===== src/rtl/pc_fetch_unit_if.sv =====
// +----------------------------------------------------------------------+
// | pc_fetch_unit_if                                                     |
// | Decoder/program-memory bus for the PIC16F fetch unit.                |
// | Rev 1.0 - initial release                                            |
// +----------------------------------------------------------------------+
`default_nettype none

interface pc_fetch_unit_if;
  logic        pc_incr_en;
  logic        pc_j_en;
  logic        pc_j_and_push_en;
  logic        pc_j_by_pop_en;
  logic        instr_rd_en;
  logic        instr_flush;
  logic [10:0] j_addr;
  logic [4:0]  pclath;
  logic        pcl_wr_en;
  logic [7:0]  pcl_wr_data;
  logic [12:0] prog_addr;
  logic [13:0] prog_data;
  logic [13:0] instr_current;
  logic [7:0]  pcl;
  logic        stack_ovf;
  logic        stack_unf;

  // Master is the decoder plus program memory (memory returns prog_data).
  modport master (
    output pc_incr_en, pc_j_en, pc_j_and_push_en, pc_j_by_pop_en,
    output instr_rd_en, instr_flush, j_addr, pclath, pcl_wr_en, pcl_wr_data,
    output prog_data,
    input  prog_addr, instr_current, pcl, stack_ovf, stack_unf
  );

  modport slave (
    input  pc_incr_en, pc_j_en, pc_j_and_push_en, pc_j_by_pop_en,
    input  instr_rd_en, instr_flush, j_addr, pclath, pcl_wr_en, pcl_wr_data,
    input  prog_data,
    output prog_addr, instr_current, pcl, stack_ovf, stack_unf
  );
endinterface

`default_nettype wire


===== src/rtl/pc_fetch_unit.sv =====
// +----------------------------------------------------------------------+
// | pc_fetch_unit                                                        |
// | PC, circular return stack and instruction register for the PIC16F.   |
// | Optional sticky stack flags: define PC_STACK_FLAGS_EN.               |
// | Rev 1.0 - initial release                                            |
// +----------------------------------------------------------------------+
`default_nettype none

module pc_fetch_unit #(
  parameter int          STACK_DEPTH = 8,
  parameter logic [13:0] NOP_WORD    = 14'h0000
) (
  input  wire logic        clk,
  input  wire logic        rst,
  pc_fetch_unit_if.slave   bus
);

  localparam int               c_SP_W   = (STACK_DEPTH > 1) ? $clog2(STACK_DEPTH) : 1;
  localparam logic [c_SP_W-1:0] c_SP_ONE = c_SP_W'(1);

  logic [12:0]       pc_q, pc_d;
  logic [13:0]       ir_q;
  logic [c_SP_W-1:0] sp_q, sp_d;
  logic [12:0]       stack_q [STACK_DEPTH];

  logic              w_push;
  logic              w_pop;
  logic [c_SP_W-1:0] w_sp_dec;

  assign w_sp_dec = sp_q - c_SP_ONE;

  // One PC action per cycle; the priority chain also guarantees push/pop exclusivity.
  always_comb begin
    pc_d   = pc_q;
    sp_d   = sp_q;
    w_push = 1'b0;
    w_pop  = 1'b0;
    if (bus.pcl_wr_en) begin
      pc_d = {bus.pclath, bus.pcl_wr_data};
    end else if (bus.pc_j_by_pop_en) begin
      w_pop = 1'b1;
      sp_d  = w_sp_dec;
      pc_d  = stack_q[w_sp_dec];
    end else if (bus.pc_j_and_push_en) begin
      w_push = 1'b1;
      sp_d   = sp_q + c_SP_ONE;
      pc_d   = {bus.pclath[4:3], bus.j_addr};
    end else if (bus.pc_j_en) begin
      pc_d = {bus.pclath[4:3], bus.j_addr};
    end else if (bus.pc_incr_en) begin
      pc_d = pc_q + 13'd1;
    end
  end

  always_ff @(posedge clk) begin
    if (rst) begin
      pc_q <= 13'd0;
      sp_q <= '0;
    end else begin
      pc_q <= pc_d;
      sp_q <= sp_d;
    end
  end

  always_ff @(posedge clk) begin
    if (rst) begin
      ir_q <= NOP_WORD;
    end else if (bus.instr_flush) begin
      ir_q <= NOP_WORD;
    end else if (bus.instr_rd_en) begin
      ir_q <= bus.prog_data;
    end
  end

  // Stack contents are deliberately not reset; the prefetch PC is already the return address.
  always_ff @(posedge clk) begin
    if (!rst && w_push) begin
      stack_q[sp_q] <= pc_q;
    end
  end

  assign bus.prog_addr     = pc_q;
  assign bus.pcl           = pc_q[7:0];
  assign bus.instr_current = ir_q;

`ifdef PC_STACK_FLAGS_EN
  localparam int                c_CNT_W   = $clog2(STACK_DEPTH + 1);
  localparam logic [c_CNT_W-1:0] c_FULL    = c_CNT_W'(STACK_DEPTH);
  localparam logic [c_CNT_W-1:0] c_CNT_ONE = c_CNT_W'(1);

  logic [c_CNT_W-1:0] cnt_q;
  logic               ovf_q;
  logic               unf_q;

  always_ff @(posedge clk) begin
    if (rst) begin
      cnt_q <= '0;
      ovf_q <= 1'b0;
      unf_q <= 1'b0;
    end else if (w_push) begin
      if (cnt_q == c_FULL) begin
        ovf_q <= 1'b1;
      end else begin
        cnt_q <= cnt_q + c_CNT_ONE;
      end
    end else if (w_pop) begin
      if (cnt_q == '0) begin
        unf_q <= 1'b1;
      end else begin
        cnt_q <= cnt_q - c_CNT_ONE;
      end
    end
  end

  assign bus.stack_ovf = ovf_q;
  assign bus.stack_unf = unf_q;
`else
  assign bus.stack_ovf = 1'b0;
  assign bus.stack_unf = 1'b0;
`endif

endmodule

`default_nettype wire


===== src/flat_wrapper.sv =====
// flat-port wrapper written by rule: the top's interface ports become plain ports
module pc_fetch_unit_flat 
#(
  parameter int          STACK_DEPTH = 8,
  parameter logic [13:0] NOP_WORD    = 14'h0000
)
  (clk, rst, bus_pc_incr_en, bus_pc_j_en, bus_pc_j_and_push_en, bus_pc_j_by_pop_en, bus_instr_rd_en, bus_instr_flush, bus_j_addr, bus_pclath, bus_pcl_wr_en, bus_pcl_wr_data, bus_prog_data, bus_prog_addr, bus_instr_current, bus_pcl, bus_stack_ovf, bus_stack_unf);
  pc_fetch_unit_if bus_i ();
  input  wire logic clk;
  input  wire logic rst;
  input wire logic [$bits(bus_i.pc_incr_en)-1:0] bus_pc_incr_en;
  input wire logic [$bits(bus_i.pc_j_en)-1:0] bus_pc_j_en;
  input wire logic [$bits(bus_i.pc_j_and_push_en)-1:0] bus_pc_j_and_push_en;
  input wire logic [$bits(bus_i.pc_j_by_pop_en)-1:0] bus_pc_j_by_pop_en;
  input wire logic [$bits(bus_i.instr_rd_en)-1:0] bus_instr_rd_en;
  input wire logic [$bits(bus_i.instr_flush)-1:0] bus_instr_flush;
  input wire logic [$bits(bus_i.j_addr)-1:0] bus_j_addr;
  input wire logic [$bits(bus_i.pclath)-1:0] bus_pclath;
  input wire logic [$bits(bus_i.pcl_wr_en)-1:0] bus_pcl_wr_en;
  input wire logic [$bits(bus_i.pcl_wr_data)-1:0] bus_pcl_wr_data;
  input wire logic [$bits(bus_i.prog_data)-1:0] bus_prog_data;
  output wire logic [$bits(bus_i.prog_addr)-1:0] bus_prog_addr;
  output wire logic [$bits(bus_i.instr_current)-1:0] bus_instr_current;
  output wire logic [$bits(bus_i.pcl)-1:0] bus_pcl;
  output wire logic [$bits(bus_i.stack_ovf)-1:0] bus_stack_ovf;
  output wire logic [$bits(bus_i.stack_unf)-1:0] bus_stack_unf;
  assign bus_i.pc_incr_en = bus_pc_incr_en;
  assign bus_i.pc_j_en = bus_pc_j_en;
  assign bus_i.pc_j_and_push_en = bus_pc_j_and_push_en;
  assign bus_i.pc_j_by_pop_en = bus_pc_j_by_pop_en;
  assign bus_i.instr_rd_en = bus_instr_rd_en;
  assign bus_i.instr_flush = bus_instr_flush;
  assign bus_i.j_addr = bus_j_addr;
  assign bus_i.pclath = bus_pclath;
  assign bus_i.pcl_wr_en = bus_pcl_wr_en;
  assign bus_i.pcl_wr_data = bus_pcl_wr_data;
  assign bus_i.prog_data = bus_prog_data;
  assign bus_prog_addr = bus_i.prog_addr;
  assign bus_instr_current = bus_i.instr_current;
  assign bus_pcl = bus_i.pcl;
  assign bus_stack_ovf = bus_i.stack_ovf;
  assign bus_stack_unf = bus_i.stack_unf;
  pc_fetch_unit #(.STACK_DEPTH(STACK_DEPTH), .NOP_WORD(NOP_WORD)) u_core (.clk(clk), .rst(rst), .bus(bus_i));
endmodule

===== config.mk =====
export PLATFORM = sky130hd
export DESIGN_NAME = pc_fetch_unit_flat
export DESIGN_NICKNAME = d
export VERILOG_FILES = /design/src/rtl/pc_fetch_unit_if.sv /design/src/rtl/pc_fetch_unit.sv /design/src/flat_wrapper.sv
export SDC_FILE = /design/constraint.sdc
export NUM_CORES = 1
export LEC_CHECK = 0
export CAP_MARGIN = 20
export CORE_UTILIZATION = 50
export DETAILED_ROUTE_END_ITERATION = 16
export GPL_ROUTABILITY_DRIVEN = 0
export PLACE_DENSITY = 0.74
export SYNTH_ARGS = -nofsm -noshare
export SYNTH_HDL_FRONTEND = slang
export SYNTH_SLANG_ARGS = --single-unit

===== constraint.sdc =====
create_clock -name clk -period 6.4 [get_ports clk]
set_clock_uncertainty 0.2 [all_clocks]
set_input_delay 0.64 -clock clk [delete_from_list [all_inputs] [get_ports clk]]
set_output_delay 0.64 -clock clk [all_outputs]
set_load 0.03 [all_outputs]

==> results of run 1 <==
-- Yosys cell counts (6+ instances only) --
cell type  number
edfxtp_1      104
nor2_1         40
dfxtp_1        30
mux2i_1        23
mux4_2         19
nand2_1        16
a21oi_1        15
buf_4          12
clkbuf_1       10
inv_1          10
nand3_1         9
mux2_2          7
mux4_1          7
nor3_1          6
o21ai_0         6
xnor2_1         6
-- cells by family after synthesis --
logic type / Yosys count
multiplexers: 56
flip-flops: 134
adder cells (fa/ha/maj): 3
AND/OR/NAND/NOR: 88
buffers and inverters: 39
XOR/XNOR: 11
AO/OA/AOI/OAI: 49
other: 1
-- state kept, by name (all words and copies together), names as in the netlist --
register                  flops
u_core.bus.instr_current     14
u_core.bus.prog_addr         13
u_core.sp_q                   3
u_core.stack_q              104
-- layout make-up --
cell class | instances | share of cell area (%)
flip-flops and latches | 134 | 51.80
multi-input cells | 209 | 25.11
repair buffers | 91 | 12.98
clock buffers | 22 | 6.316
well taps | 140 | 2.436
clock inverters | 10 | 0.8352
inverters | 10 | 0.5220
-- per-stage QoR --
step | power (mW) | instance area (um2) | instances | hold slack, ns | util, %
after floorplan | 1.193 | 5731 | 382 | 0.3492 | -
after global placement | 1.297 | 6561 | 575 | 0.2713 | 59.74
after detailed placement | 1.302 | 6584 | 577 | 0.2871 | 59.95
after CTS | 2.134 | 7098 | 609 | 0.2984 | 64.63
after global routing | 2.195 | 7191 | 616 | 0.3265 | 65.47
final | 2.131 | 7191 | 616 | 0.2927 | 65.47
-- metal layers --
metal  track usage, %  routed length (um)  share of wire (%)
met5                0                   0                  0
met1            35.18                5684                 40
met2            36.97                6330                 45
met3            8.129                1529                 11
met4            15.64                 613                4.3
-- worst min-delay path, stage by stage, from the launching register on --
cell and delay (ns):
dfxtp_1 0.32, mux2i_1 0.06, nor2_1 0.07
-- power groups by stage --
stage	Sequential, mW	Combinational, mW	Clock (mW)
after floorplan	1.03	0.166	0
after global placement	1.04	0.260	0
after detailed placement	1.04	0.263	0
after CTS	1.02	0.266	0.848
after global routing	1.03	0.288	0.882
final	1.02	0.274	0.836
-- path summary, 6_finish.rpt --
check | startpoint | endpoint | slack (ns) | cells past startpoint
max | bus_pcl_wr_en | u_core.stack_q[7][4]$_DFFE_PP_ | 2.93 | 4
max reg2reg | u_core.sp_q[0]$_SDFFE_PP0P_ | u_core.bus.prog_addr[3]$_SDFFE_PP0P_ | 3.03 | 8
min reg2reg | u_core.bus.instr_current[8]$_SDFFE_PP0P_ | u_core.bus.instr_current[8]$_SDFFE_PP0P_ | 0.29 | 2
min | u_core.bus.instr_current[8]$_SDFFE_PP0P_ | u_core.bus.instr_current[8]$_SDFFE_PP0P_ | 0.29 | 2
==> run summary, run 1 <==
Critical-path top delay cell = nor2_1
Via count = 3741
First-pass GRT wire length = 21320 um
Vias in the first global route = 3738
CP endpoint kind = register
Bufs and invs on worst path = 1
CP Launch Type = input port
Worst-path clk slew = 0.06 ns
Compound-gate portion of the synthesized area = 5.877%
DR vias/cell = 6.073
Max IR drop VDD = 0.1581 mV
Root Buffer = clkbuf_16
DRT Pass-1 Iters = 5
CTS tree = built
Outcome = completed
Setup ws final = 2.934 ns
Async set-or-reset flop fraction in the synthesized netlist = 0%
Design internal power = 1.603 mW
Initial DRC count = 401
Multi-input gate area = 1805 um2
Synth Area in XOR/XNOR = 1.682%
Final ANT Viol Nets = 0
Core outline area = 10980 um2
Most Frequent Cell on Critical Path = nor2_1
Commonest non-fill, non-tap cell in the layout = edfxtp_1
Ant. Diodes = 0
Synth area leaders = edfxtp_1 (55%), dfxtp_1 (10%), mux4_2 (7.5%), mux2i_1 (4.0%), mux4_1 (3.2%)
# setup viols final = 0
Routed wire length = 14160 um
# rows = 38
Top cell type by total area after synthesis = edfxtp_1
EDFF count, synth = 104
CTS sink count = 134
PostCTS Resize Cnt = 0
Switch share = 24.77%
CP required = 6.23 ns
Ratio of final minimum period to clock period = 54.16%
Area delta synth->final = 25.56%
Worst Hold Class = register to register
Pre-CTS setup slack = 2.492 ns
Simple-gate share of the synthesized area = 6.926%
Buffer depth of the longest clock path = 2
Slew @ Worst Pin = 1.038 ns
WL/cell = 22.98 um
Worst EP arrival = 3.29 ns
Horiz. Die Dim = 109.0 um
Post-synthesis cell area = 5727 um2
Die H = 109.0 um
Crit-path max FO = 19
Combinational family with the most area after synthesis = multiplexers
Max Slew Vio Count = 0
Clk Latency, worst-skew pair = 0.42 ns
HPWL after DPL = 9435 um
Adder-cell share of the synthesized area = 0.6555%
Main synth FF type = edfxtp_1
Setup bufs post-CTS = 0
IO Pins = 84
Pwr/cell area = 296.4 nW/um2
Max Freq = 0.2885 GHz
Reg power frac = 47.9%
Post-synth cell types = 46
Most frequent cells in the layout = edfxtp_1 (104), clkdlybuf4s50_1 (81), nor2_1 (40), dfxtp_1 (29), mux2i_1 (23)
Tmin final = 3.466 ns
Net Switching = 0.5279 mW
Post-synthesis instance total = 381
Proportion of synthesized area in mux cells = 16.08%
Slew Limit Headroom = 30.56%
Initial Utilization = 52.14%
IO buf count = 81
Logic gate share of total power = 12.9%
Synth Register Bits = 134
Gr ovfl total = 0
Nets@finish = 513
Proportion of layout cells with a drive suffix above 1 = 15.13%
Crit-path cells = clkdlybuf4s50_1 -> nor2_1 -> nand4_1 -> nor2_1
Max Cap Viol = 0
RSZ-0062 raised after global routing = no
Top-area cell type share of the netlist area = 54.53%
Final Hold Vio Count = 0
Total track usage = 26.05%
DRC violations left = 0
# fillers = 754
Mean Syn Cell Area = 15.03 um2
FF+latch area = 3725 um2
Hold_buf cts = 0
Crit path max-delay family = simple AND/OR/NAND/NOR gates
Sequential share of the synthesized area = 65.02%
Largest net degree at the start of global routing = 30
TNS Setup = 0 ns
CP max stage delay = 0.91 ns
Initial antenna violation count = 0
H-tree levels = 4
P_leak = 2.477 nW
Clk pwr share = 39.2%
Synth warnings = 0
CTS buffer count = 17
Die ar. = 11890 um2
Critical path class = input port to register
Power figures use the tool's default switching activity.
==> inputs of run 2 (changes only) <==
clock period = 3.22 ns   (was 6.4 ns; I/O delays follow)
==> run 2 against run 1 <==
  * First-iteration DRC count down 11%
  * Highest routed layer unchanged
  * Flip-flop and latch count unchanged
  * Power up 110%
  * Critical path depth up 3
  * Critical endpoint is now u_core.bus.prog_addr[9]$_SDFFE_PP0P_
==> run summary, run 2 (synthesis results as in run 1) <==
Outcome = completed
Largest net degree at the start of global routing = 20 (-33%)
Max Freq = 0.4013 GHz
Final ANT Viol Nets = 0 (unchanged)
Crit-path cells = inv_1 -> ha_1 -> buf_4 -> mux4_1 -> mux2_2 -> a222oi_1 -> o21ai_1
CTS buffer count = 17 (unchanged)
R2R depth = 7 (-1)
First-pass GRT wire length = 21110 um (-1.0%)
# setup viols final = 0 (unchanged)
IO buf count = 81 (unchanged)
Ant. Diodes = 0 (unchanged)
Worst hold stages = 2 (unchanged)
Met1 Routed Length = 5587 um (-1.7%)
Slew Limit Headroom = 46.60% (+16 points)
Max reg flops = 104 (unchanged)
Bufs and invs on worst path = 2 (+1)
DR vias/cell = 5.895 (-2.9%)
Largest Register = u_core.stack_q
Nets@finish = 534 (+4.1%)
Gr ovfl total = 0 (unchanged)
Worst hold slack = 0.2948 ns (+0.002095 ns)
CP required = 3.31 ns (-2.92 ns)
CTS sink count = 134 (unchanged)
H-tree levels = 4 (unchanged)
Initial DRC count = 356 (-11%)
Ratio of final minimum period to clock period = 77.39%
Buffer depth of the longest clock path = 2 (unchanged)
Finished Cell Area = 7367 um2 (+2.5%)
Tmin final = 2.492 ns
CTS tree = built
Worst-path clk slew = 0.06 ns (about the same)
Die ar. = 11890 um2 (unchanged)
CP endpoint kind = register
# fillers = 794 (+5.3%)
Crit-path max FO = 17 (-2)
Vias in the first global route = 3804 (+1.8%)
Root Buffer = clkbuf_16
Max IR drop VDD = 0.4581 mV (+190%)
Worst Hold End = u_core.bus.instr_current[10]$_SDFFE_PP0P_
Reg-to-reg endpoint = u_core.bus.prog_addr[9]$_SDFFE_PP0P_
RR Startpoint = u_core.sp_q[1]$_SDFFE_PP0P_
Area delta synth->final = 28.64%
Proportion of layout cells with a drive suffix above 1 = 19.32% (+4.2 points)
Metal3 WL = 1202 um (-21%)
WL/cell = 21.76 um (-5.3%)
Max Used Layer = met4
Most frequent cells in the layout = edfxtp_1 (104), clkdlybuf4s50_1 (81), nor2_1 (40), buf_4 (31), dfxtp_1 (29)
RSZ-0062 raised after global routing = no
Initial antenna violation count = 0 (unchanged)
PostCTS Resize Cnt = 0 (unchanged)
CP Launch Type = register
Critical-path top delay cell = dfxtp_1
Final Hold Vio Count = 0 (unchanged)
Routed wire length = 13860 um (-2.1%)
Pwr/cell area = 599.3 nW/um2 (+100%)
Core outline area = 10980 um2 (unchanged)
Commonest non-fill, non-tap cell in the layout = edfxtp_1
IO Pins = 84 (unchanged)
TNS Setup = 0 ns (unchanged)
CP max stage delay = 0.48 ns (-0.43 ns)
# rows = 38 (unchanged)
Die H = 109.0 um (unchanged)
P_leak = 2.613 nW (+5.5%)
DRT Pass-1 Iters = 5 (unchanged)
R2r setup slk = 0.73 ns (-2.30 ns)
Setup bufs post-CTS = 0 (unchanged)
DRC violations left = 0 (unchanged)
Max Slew Vio Count = 0 (unchanged)
Met2 routed WL = 6819 um (+7.7%)
Hold_buf cts = 0 (unchanged)
Critical path class = register to register
Slew @ Worst Pin = 0.7985 ns (-0.2393 ns)
Via count = 3755 (+0.37%)
Initial Utilization = 52.14% (unchanged)
HPWL after DPL = 9609 um (+1.9%)
Worst Hold Class = register to register
Clk Latency, worst-skew pair = 0.42 ns (about the same)
Crit path max-delay family = multiplexers
Horiz. Die Dim = 109.0 um (unchanged)
Max Cap Viol = 0 (unchanged)
Hold Crit Start = u_core.bus.instr_current[10]$_SDFFE_PP0P_
Total track usage = 25.49% (-0.55 points)
Worst EP arrival = 2.58 ns (-0.71 ns)
DP Area = 6787 um2 (+3.1%)
==> run 2: final cells by class <==
class                   instances  area (um2)  share of cell area (%)
repair buffers                112        1044                   14.16
clock buffers                  22       484.2                   6.573
multi-input cells             209        1805                   24.51
well taps                     140       175.2                   2.378
flip-flops and latches        134        3725                   50.56
clock inverters                10       96.34                   1.308
inverters                      10       37.54                  0.5095
==> run 2: metal layers <==
layer	vias up	GRT usage, %
met5	-	0
met4	0	10.71
met3	21	6.336
met2	206	40.75
met1	1851	33.28
li1	1677	-
==> run 2: where the power goes <==
group          internal (mW)  leakage [nW]  switching, mW  total [mW]
clock network           1.15         0.287          0.703        1.85
registers               1.91          1.20         0.0511        1.97
logic                  0.291          1.13          0.308       0.599
==> run 2: through the flow <==
step	total power [mW]	setup slack, ns	cells	utilization, %
after global routing	4.556	0.5469	637	67.08
after CTS	4.443	0.7414	637	67.08
after global placement	2.583	0.7569	605	61.79
final	4.415	0.7280	637	67.08
after floorplan	2.371	0.5114	382	-
after detailed placement	2.595	0.7282	605	61.79
==> run 2: how the worst max path moves through the flow <==
stage / cells after the start / to / startpoint / slack (ns)
after floorplan: 11 / u_core.bus.prog_addr[3]$_SDFFE_PP0P_ / u_core.sp_q[0]$_SDFFE_PP0P_ / 0.51
after detailed placement: 5 / u_core.bus.prog_addr[10]$_SDFFE_PP0P_ / bus_pc_j_and_push_en / 0.73
after global placement: 5 / u_core.bus.prog_addr[11]$_SDFFE_PP0P_ / bus_pc_j_and_push_en / 0.76
after global routing: 7 / u_core.bus.prog_addr[9]$_SDFFE_PP0P_ / u_core.sp_q[1]$_SDFFE_PP0P_ / 0.55
final: 7 / u_core.bus.prog_addr[9]$_SDFFE_PP0P_ / u_core.sp_q[1]$_SDFFE_PP0P_ / 0.73
after CTS: 7 / u_core.bus.prog_addr[9]$_SDFFE_PP0P_ / u_core.sp_q[1]$_SDFFE_PP0P_ / 0.74
==> run 2: worst min-delay path: cells and delay by family (launching register included) <==
| kind | cells | cell delay [ns] |
|---|---|---|
| DFF | 1 | 0.32 |
| and+or+nand+nor | 1 | 0.07 |
| muxes | 1 | 0.07 |
